$ cat src/rtl/instruction_memory.sv
// MEM stage: issues data-memory requests from the EX/MEM bundle, stalls
// while an access is outstanding and owns the MEM/WB pipeline register.
package instruction_memory_pkg;
    typedef struct packed {
        logic       mem_read;
        logic       mem_write;
        logic [2:0] funct3;
        logic [3:0] regfilemux_sel;
    } ctrl_t;

    typedef struct packed {
        logic        valid;
        ctrl_t       ctrl;
        logic [31:0] instr;
        logic [31:0] alu_out;
        logic [31:0] rs2_out;
        logic        br_en;
        logic [31:0] reg_out;
    } ex_mem_t;

    typedef struct packed {
        logic        valid;
        ctrl_t       ctrl;
        logic [31:0] instr;
        logic [31:0] alu_out;
        logic        br_en;
        logic [31:0] reg_out;
        logic [31:0] dmem_rdata;
    } mem_wb_t;

    typedef enum logic [1:0] {
        S_IDLE = 2'd0,
        S_BUSY = 2'd1,
        S_HOLD = 2'd2
    } state_t;
endpackage

module instruction_memory
    import instruction_memory_pkg::*;
#(
    parameter int MAX_WAIT    = 255,
    parameter bit CHECK_ALIGN = 1'b1
) (
    input  logic        clk,
    input  logic        rst,
    input  ex_mem_t     ex_mem,
    input  logic        stall_in,
    input  logic [31:0] dmem_rdata,
    input  logic        dmem_resp,
    output logic [31:0] dmem_address,
    output logic        dmem_read,
    output logic        dmem_write,
    output logic [3:0]  dmem_wmask,
    output logic [31:0] dmem_wdata,
    output logic        mem_stall,
    output mem_wb_t     mem_wb,
    output logic        misaligned,
    output logic        dmem_timeout,
    output logic [1:0]  dbg_state_o
);
    // Handshake: a request (dmem_read/dmem_write) stays asserted with stable
    // address/mask/data until the single-cycle dmem_resp pulse; upstream
    // holds ex_mem stable while mem_stall is high.

    localparam int CW = $clog2(MAX_WAIT + 1);

    state_t      state_q, state_d;
    logic [31:0] rdata_q, rdata_d;
    logic [CW-1:0] cnt_q, cnt_d;
    logic        timeout_q, timeout_d;
    mem_wb_t     mem_wb_q, mem_wb_d;

    logic [1:0]  a;
    logic        access, is_half, is_word, mis, issue;
    logic        complete, latch;
    logic [CW:0] cnt_inc;

    assign a       = ex_mem.alu_out[1:0];
    assign access  = ex_mem.valid & (ex_mem.ctrl.mem_read | ex_mem.ctrl.mem_write);
    assign is_half = (ex_mem.ctrl.funct3[1:0] == 2'b01);
    assign is_word = (ex_mem.ctrl.funct3[1:0] == 2'b10);
    assign mis     = CHECK_ALIGN & access & ((is_half & a[0]) | (is_word & (a != 2'b00)));
    assign issue   = access & ~mis;
    assign cnt_inc = {1'b0, cnt_q} + {{CW{1'b0}}, 1'b1};

    // State register plus request bookkeeping (latched load data, watchdog)
    always_ff @(posedge clk or negedge rst) begin
        if (!rst) begin
            state_q   <= S_IDLE;
            rdata_q   <= '0;
            cnt_q     <= '0;
            timeout_q <= 1'b0;
        end else begin
            state_q   <= state_d;
            rdata_q   <= rdata_d;
            cnt_q     <= cnt_d;
            timeout_q <= timeout_d;
        end
    end

    // MEM/WB pipeline register
    always_ff @(posedge clk or negedge rst) begin
        if (!rst) begin
            mem_wb_q <= '0;
        end else begin
            mem_wb_q <= mem_wb_d;
        end
    end

    // Next-state logic; a response that lands while the pipe is frozen is
    // parked in HOLD so the request is never reissued.
    always_comb begin
        state_d  = state_q;
        complete = 1'b0;
        latch    = 1'b0;
        case (state_q)
            S_IDLE: begin
                complete = ~issue | dmem_resp;
                if (issue) begin
                    if (!dmem_resp) begin
                        state_d = S_BUSY;
                    end else if (stall_in) begin
                        state_d = S_HOLD;
                        latch   = 1'b1;
                    end
                end
            end
            S_BUSY: begin
                complete = dmem_resp;
                if (dmem_resp) begin
                    if (stall_in) begin
                        state_d = S_HOLD;
                        latch   = 1'b1;
                    end else begin
                        state_d = S_IDLE;
                    end
                end
            end
            S_HOLD: begin
                complete = 1'b1;
                if (!stall_in) state_d = S_IDLE;
            end
            default: state_d = S_IDLE;
        endcase

        rdata_d = latch ? dmem_rdata : rdata_q;

        // Watchdog counts BUSY cycles, saturates, clears when BUSY is left
        cnt_d     = '0;
        timeout_d = timeout_q;
        if (state_q == S_BUSY) begin
            if (cnt_inc >= (CW+1)'(MAX_WAIT)) timeout_d = 1'b1;
            if (state_d == S_BUSY && cnt_q != CW'(MAX_WAIT)) cnt_d = cnt_inc[CW-1:0];
            else if (state_d == S_BUSY) cnt_d = cnt_q;
        end

        // MEM/WB: hold under stall_in, bubble while waiting, else advance
        mem_wb_d = mem_wb_q;
        if (!stall_in) begin
            mem_wb_d = '0;
            if (complete) begin
                mem_wb_d.valid   = ex_mem.valid;
                mem_wb_d.ctrl    = ex_mem.ctrl;
                mem_wb_d.instr   = ex_mem.instr;
                mem_wb_d.alu_out = ex_mem.alu_out;
                mem_wb_d.br_en   = ex_mem.br_en;
                mem_wb_d.reg_out = ex_mem.reg_out;
                if (issue & ex_mem.ctrl.mem_read) begin
                    mem_wb_d.dmem_rdata = (state_q == S_HOLD) ? rdata_q : dmem_rdata;
                end
            end
        end
    end

    // Outputs: requests come straight from ex_mem, which upstream holds stable
    always_comb begin
        logic req;
        req          = rst & (((state_q == S_IDLE) & issue) | (state_q == S_BUSY));
        dmem_address = {ex_mem.alu_out[31:2], 2'b00};
        dmem_wdata   = ex_mem.rs2_out << {a, 3'b000};
        dmem_read    = req & ex_mem.ctrl.mem_read;
        dmem_write   = req & ex_mem.ctrl.mem_write;
        dmem_wmask   = 4'b0000;
        if (dmem_write) begin
            case (ex_mem.ctrl.funct3[1:0])
                2'b00:   dmem_wmask = 4'b0001 << a;
                2'b01:   dmem_wmask = 4'b0011 << a;
                default: dmem_wmask = 4'b1111;
            endcase
        end
        case (state_q)
            S_IDLE:  mem_stall = rst & issue & ~dmem_resp;
            S_BUSY:  mem_stall = rst & (~dmem_resp | stall_in);
            S_HOLD:  mem_stall = rst & stall_in;
            default: mem_stall = 1'b0;
        endcase
        misaligned   = rst & (state_q == S_IDLE) & mis & ~stall_in;
        dmem_timeout = timeout_q;
        mem_wb       = mem_wb_q;
        dbg_state_o  = state_q;
    end
endmodule

$ cat config.mk
export PLATFORM = sky130hd
export DESIGN_NAME = instruction_memory
export DESIGN_NICKNAME = d
export VERILOG_FILES = /design/src/rtl/instruction_memory.sv
export SDC_FILE = /design/constraint.sdc
export NUM_CORES = 1
export LEC_CHECK = 0
export ABC_AREA = 0
export BUFFER_PORTS_ARGS = -buffer_cell sky130_fd_sc_hd__clkbuf_2
export CORE_UTILIZATION = 31
export DETAILED_ROUTE_END_ITERATION = 7
export GPL_ROUTABILITY_DRIVEN = 1
export HOLD_SLACK_MARGIN = 0.02
export SETUP_SLACK_MARGIN = 0.02
export SLEW_MARGIN = 20
export SYNTH_ARGS = -nofsm -noshare
export SYNTH_HDL_FRONTEND = slang
export SYNTH_SLANG_ARGS = --single-unit
$ cat constraint.sdc
create_clock -name clk -period 3.7 [get_ports clk]
set_clock_uncertainty 0.05 [all_clocks]
set_input_delay 0 -clock clk [delete_from_list [all_inputs] [get_ports clk]]
set_output_delay 0 -clock clk [all_outputs]
set_load 0.02 [all_outputs]
=== After elaboration in Yosys (flattened, before gate mapping) ===
Cells that the tools add are included.

* Bitwise operators: 26
* Add/sub/neg operators: 1
* Eq/ne operators: 7
* Mux-type cells: 21
* Reduce and logical (&&, ||, !) cells: 5
* Shift operators: 3
* $lt $le $gt $ge: 1

{| class="wikitable"
|+ Operator list
! operator !! count
|-
| $mux W139 || 1
|-
| $mux W32 || 2
|-
| $shl A32 B5 Y32 || 1
|-
| $mux W8 || 3
|-
| $and A1 B1 Y1 || 17
|-
| $mux W2 || 6
|-
| $add A8 B1 Y9 const B || 1
|-
| $ge A9 B8 Y1 const B || 1
|-
| $ne A8 B8 Y1 const B || 1
|-
| $pmux W4 S2 || 1
|-
| $eq A2 B1 Y1 const B || 3
|-
| $pmux W1 S3 || 2
|-
| $pmux W2 S3 || 1
|-
| $or A1 B1 Y1 || 5
|-
| $eq A2 B2 Y1 const B || 2
|-
| $logic_not A2 Y1 || 2
|-
| $mux W4 || 1
|-
| $not A1 Y1 || 4
|-
| $shl A1 B2 Y4 const A || 1
|-
| $shl A2 B2 Y4 const A || 1
|-
| $mux W1 || 3
|-
| $ne A3 B2 Y1 const B || 1
|-
| $pmux W1 S2 || 1
|-
| $reduce_and A2 Y1 || 1
|-
| 2 further kinds || 2
|}

* Bits in registers: 182
* Logic and storage cells: 78

=== Longest topological paths before layout ===
* Word-level depth: 12
* Gate-level depth with buffers: 8
* Gate-level depth less buffers: 6

=== Worst setup path after synthesis ===
OpenSTA, ideal clock, no wires.

* Kind: register to register
* From: reg state_q[1], in the netlist dbg_state_o[1]
* To: reg rdata_q[0]
* Data required time: 3.525 ns
* Arrival time: 1.915 ns
* Library setup time: 0.125 ns
* Cell stages (with the launch flop): 8
* Clock period less this slack: 2.090 ns
* Slack: 1.610 ns
* Path buffers: 1
* Path through: dfrtp_1 inv_1 ha_1 inv_1 a2111oi_2 o21ai_1 buf_2 mux2_2

* Cells in the longest elaborated chain, start to end: 2
* Elaborated cells on any way between the ends: 3

{| class="wikitable"
|+ Ends and longest elaborated chain
! element !! RTL line !! RTL
|-
| start, declared || 67 || <nowiki>state_t state_q, state_d;</nowiki>
|-
| start signal, assigned || 94 || <nowiki>state_q <= state_d;</nowiki>
|-
| $eq A2 B1 Y1 / $logic_not A2 Y1 (equally long branches) || 116 || <nowiki>case (state_q)</nowiki>
|-
| $pmux W1 S2 * || 116 ||
|-
| end signal, assigned || 95 || <nowiki>rdata_q <= rdata_d;</nowiki>
|-
| end, declared || 68 || <nowiki>logic [31:0] rdata_q, rdata_d;</nowiki>
|}

Mark *: on every way between the ends. The rest lies on a longest branch, timed or not.
A chain may end at the register's enable or synchronous reset.

=== Worst setup path after layout ===
* From: reg state_q[1], in the netlist dbg_state_o[1]
* To: out dmem_read

* Cells in the longest elaborated chain, start to end: 5
* Elaborated cells on any way between the ends: 6

{| class="wikitable"
|+ Ends and longest elaborated chain
! element !! RTL line !! RTL
|-
| $logic_not A2 Y1 || 178 || <nowiki>req = rst & (((state_q == S_IDLE) & issue) | (state_q == S_BUSY));</nowiki>
|-
| $and A1 B1 Y1 || 178 ||
|-
| $or A1 B1 Y1 * || 178 ||
|-
| $and A1 B1 Y1 * || 178 ||
|-
| $and A1 B1 Y1 * || 181 || <nowiki>dmem_read = req & ex_mem.ctrl.mem_read;</nowiki>
|-
| end, declared || 51 || <nowiki>output logic dmem_read,</nowiki>
|}

Marked as above.

==> run_summary.xml <==
<?xml version="1.0" encoding="UTF-8"?>
<metrics>
  <group name="synthesis">
    <metric name="post_synth_top_flop" unit="">sky130_fd_sc_hd__dfrtp_1</metric>
    <metric name="yosysWarningCount" unit="">0</metric>
    <metric name="synth_xor_area_share" unit="%">0.530</metric>
    <metric name="muxShareOfSynthArea" unit="%">10.4</metric>
    <metric name="post_synth.cell_area_avg" unit="um2">12.1</metric>
    <metric name="post_synth_instance_area" unit="um2">8260</metric>
    <metric name="number_of_synthesized_register_bits" unit="">182</metric>
    <metric name="synth-compound-area-share" unit="%">20.0</metric>
    <metric name="async_flop_share" unit="%">100</metric>
    <metric name="synthCells" unit="">684</metric>
    <metric name="post_synth_num_cell_types" unit="">48</metric>
    <metric name="synth_adder_area_share" unit="%">0.909</metric>
    <metric name="synth_edf_count" unit="">0</metric>
    <metric name="synth-seq-area-share" unit="%">55.1</metric>
    <metric name="synth_top_family_by_area" unit="">compound AO/OA/AOI/OAI gates</metric>
    <metric name="synth-simple-area-share" unit="%">6.65</metric>
  </group>
  <group name="run">
    <metric name="max_cap_viol_count" unit="">0</metric>
  </group>
  <group name="sta">
    <metric name="layout_min_cycle_time" unit="ps">2600</metric>
    <metric name="fmaxAchievable" unit="MHz">384</metric>
    <metric name="report.final.hold_viol_count" unit="">0</metric>
    <metric name="relSlewSlack" unit="%">29.4</metric>
    <metric name="setup_total_negative_slack" unit="ps">0</metric>
    <metric name="min_period_over_period" unit="%">70.3</metric>
    <metric name="setup_repair_after_global_routing_missed_its_margin" unit="">false</metric>
    <metric name="report.final.slew_viol_count" unit="">0</metric>
    <metric name="report.final.setup_viol" unit="">0</metric>
    <metric name="worst_pin_slew" unit="ps">1060</metric>
  </group>
  <group name="floorplan">
    <metric name="placementRows" unit="">59</metric>
    <metric name="core_area" unit="um2">26100</metric>
    <metric name="floorplan.die_area" unit="um2">27300</metric>
    <metric name="initial_core_utilization" unit="%">31.6</metric>
    <metric name="die_w" unit="um">165</metric>
    <metric name="ios" unit="">389</metric>
    <metric name="dieHeight" unit="um">165</metric>
  </group>
  <group name="setup_path">
    <metric name="start_kind" unit="">register</metric>
    <metric name="timing.critical_path.to_type" unit="">output pin</metric>
    <metric name="cp_max_fo" unit="">6</metric>
    <metric name="timing.critical_path.arrival" unit="ps">2550</metric>
    <metric name="critPathRequiredTime" unit="ps">3650</metric>
    <metric name="criticalPathCategory" unit="">register to output pin</metric>
  </group>
  <group name="routing">
    <metric name="initialDrtViolationCount" unit="">642</metric>
    <metric name="wl" unit="um">27000</metric>
    <metric name="via_per_inst" unit="">5.01</metric>
    <metric name="dr_wl_met3" unit="um">2060</metric>
    <metric name="drc" unit="">66</metric>
    <metric name="drt_pass1_iterations" unit="">8</metric>
    <metric name="dr_wl_met2" unit="um">13300</metric>
    <metric name="route.top_layer_used" unit="">met4</metric>
    <metric name="final_routed_wire_length_divided_by_cell_count" unit="um">18.0</metric>
    <metric name="route.layer.met1.wl" unit="um">10900</metric>
    <metric name="final_antenna_net_count" unit="">0</metric>
    <metric name="via_count" unit="">7485</metric>
  </group>
  <group name="cells_and_area">
    <metric name="antenna_cells" unit="">0</metric>
    <metric name="fraction_of_layout_cells_with_a_size_suffix_above_1" unit="%">40.7</metric>
    <metric name="num-nets-final" unit="">1329</metric>
    <metric name="area_growth_syn_to_fin" unit="%">48.1</metric>
    <metric name="post-route-util" unit="%">46.8</metric>
  </group>
  <group name="clocking">
    <metric name="postCtsSetupBuffers" unit="">0</metric>
    <metric name="cts_num_sinks" unit="">182</metric>
    <metric name="cts_buffers" unit="">17</metric>
    <metric name="tritoncts" unit="">done</metric>
    <metric name="htreeDepth" unit="">4</metric>
    <metric name="root_buffer_cell" unit="">sky130_fd_sc_hd__clkbuf_16</metric>
    <metric name="worst_skew_pair.late_latency" unit="ps">430</metric>
    <metric name="max-clock-path-buffers" unit="">2</metric>
    <metric name="path_clk_slew" unit="ps">80</metric>
  </group>
  <group name="min_path">
    <metric name="hold_class" unit="">input pin to async pin</metric>
  </group>
  <group name="global_route">
    <metric name="antenna_found_initial" unit="">0</metric>
    <metric name="first_global_vias" unit="">7166</metric>
    <metric name="grt_util_all_layers" unit="%">18.6</metric>
    <metric name="grt_start_max_net_pins" unit="">108</metric>
    <metric name="grt_overflow" unit="">0</metric>
    <metric name="grt_first_pass_wirelength" unit="um">38900</metric>
  </group>
  <group name="status">
    <metric name="outcome" unit="">finished, violations left</metric>
    <metric name="violations" unit="">design-rule violations</metric>
  </group>
  <group name="placed_design">
    <metric name="dpl.hpwl" unit="um">17800</metric>
    <metric name="io_buffers" unit="">386</metric>
    <metric name="gp_congestion" unit="">0.769</metric>
  </group>
  <group name="power_and_ir_drop">
    <metric name="cellPowerDensity" unit="nW/um2">633</metric>
    <metric name="peakVddDrop" unit="mV">0.411</metric>
    <metric name="total_leakage_power" unit="nW">5.94</metric>
  </group>
</metrics>
where the power goes:
group          total [W]  switching, W  internal [W]  leakage [nW]
clock network    0.00189      0.000914      0.000975         0.296
logic            0.00294       0.00178       0.00116          3.30
registers        0.00292      0.000326       0.00260          2.34
cells in the mapped netlist (4+ instances only):
cell	count	share of area (%)
sky130_fd_sc_hd__dfrtp_1	182	55
sky130_fd_sc_hd__a32o_1	107	13
sky130_fd_sc_hd__mux2i_1	50	6.1
sky130_fd_sc_hd__nand2_1	49	2.2
sky130_fd_sc_hd__clkbuf_1	47	2.1
sky130_fd_sc_hd__o21ai_0	45	2.7
sky130_fd_sc_hd__buf_4	34	3.1
sky130_fd_sc_hd__mux2_2	31	4.2
sky130_fd_sc_hd__nor2_1	19	0.86
sky130_fd_sc_hd__a21oi_1	14	0.85
sky130_fd_sc_hd__and2_1	9	0.68
sky130_fd_sc_hd__inv_1	9	0.41
sky130_fd_sc_hd__nor2b_1	9	0.68
sky130_fd_sc_hd__nor4_1	9	0.68
sky130_fd_sc_hd__a211oi_1	8	0.73
sky130_fd_sc_hd__ha_1	6	0.91
sky130_fd_sc_hd__xor2_1	4	0.42
cell families (layout without fill, tap and decap cells):
group / count (synthesis) / count (layout)
xor gates and xnor gates: 5 / 5
DFF: 182 / 182
and+or+nand+nor: 113 / 113
muxes: 82 / 82
adders and majority gates: 6 / 6
other: 1 / 2
AOI/OAI and AO/OA: 196 / 196
buffers and inverters: 99 / 574
worst max-delay path, stage by stage (launching register included):
cell,delay [ps]
sky130_fd_sc_hd__dfrtp_1,430
sky130_fd_sc_hd__inv_1,150
sky130_fd_sc_hd__ha_1,290
sky130_fd_sc_hd__inv_1,150
sky130_fd_sc_hd__a2111oi_2,420
sky130_fd_sc_hd__or2_2,290
sky130_fd_sc_hd__and3_1,190
sky130_fd_sc_hd__clkbuf_2,210
cell type report:
cell class	count	area (um2)
fill	2434	13900
inverter	9	33.8
tap	335	419
clock inverter	14	179
sequential	182	4550
timing repair buffer	534	3410
clock buffer	17	425
multi-input combinational	404	3210
final timing paths:
kind / end / from / cells past startpoint / slack (ps)
setup / recovery: dmem_read / dbg_state_o[1] / 7 / 1100
hold / removal: mem_wb[124] / rst / 2 / 60
setup reg to reg: mem_wb[41] / dbg_state_o[0] / 4 / 1270
hold reg to reg: mem_wb[3] / mem_wb[3] / 2 / 440
max in group asynchronous: mem_wb[40] / rst / 3 / 2460
min in group clk: mem_wb[31] / stall_in / 3 / 70
flip-flops by register name, summed over array words and instances (netlist names):
name	cells
mem_wb	139
dmem_timeout	1
rdata_q	32
dbg_state_o	2
cnt_q	8
through the flow:
stage          hold slack, ps  setup WS [ps]  instances  total power (W)  cell area, um2
3_3_place_gp            0.824           1340       1327          0.00573           10300
6_report                 59.8           1100       1495          0.00775           12200
3_5_place_dp            -4.72           1300       1327          0.00578           10300
2_1_floorplan            -346           1610        685          0.00478            8270
5_1_grt                  95.2            916       1495          0.00814           12200
4_1_cts                  70.7           1060       1495          0.00781           12200
metal layers:
layer  GRT usage, %  vias to the layer above
met5              0                        -
met4           6.59                        0
met3           5.22                       36
met2           31.4                      297
met1           22.5                     3665
li1               -                     3487
what timing repair did:
item,CTS,global route
hold endpoints to repair,226,0
hold buffers,137,0
gates resized for setup,0,0
placed cells by master (no fill, tap or decap), drive strengths merged, types with 2 or more instances in the layout:
cell / n
clkbuf: 402
dfrtp: 182
dlygate4sd3: 137
a32o: 107
mux2i: 50
nand2: 49
o21ai: 48
mux2: 32
nor2: 19
inv: 17
a21oi: 14
buf: 12
a211oi: 10
nor2b: 9
and2: 9
nor4: 9
ha: 6
clkinv: 5
xor2: 4
o2111a: 3
nand3: 3
a2111oi: 3
o21ba: 2
a2111o: 2
nand2b: 2
a22oi: 2
o22ai: 2
nor3: 2
and3: 2
and4: 2
nand4: 2
conb: 2
(Power assumes the default switching activity.)
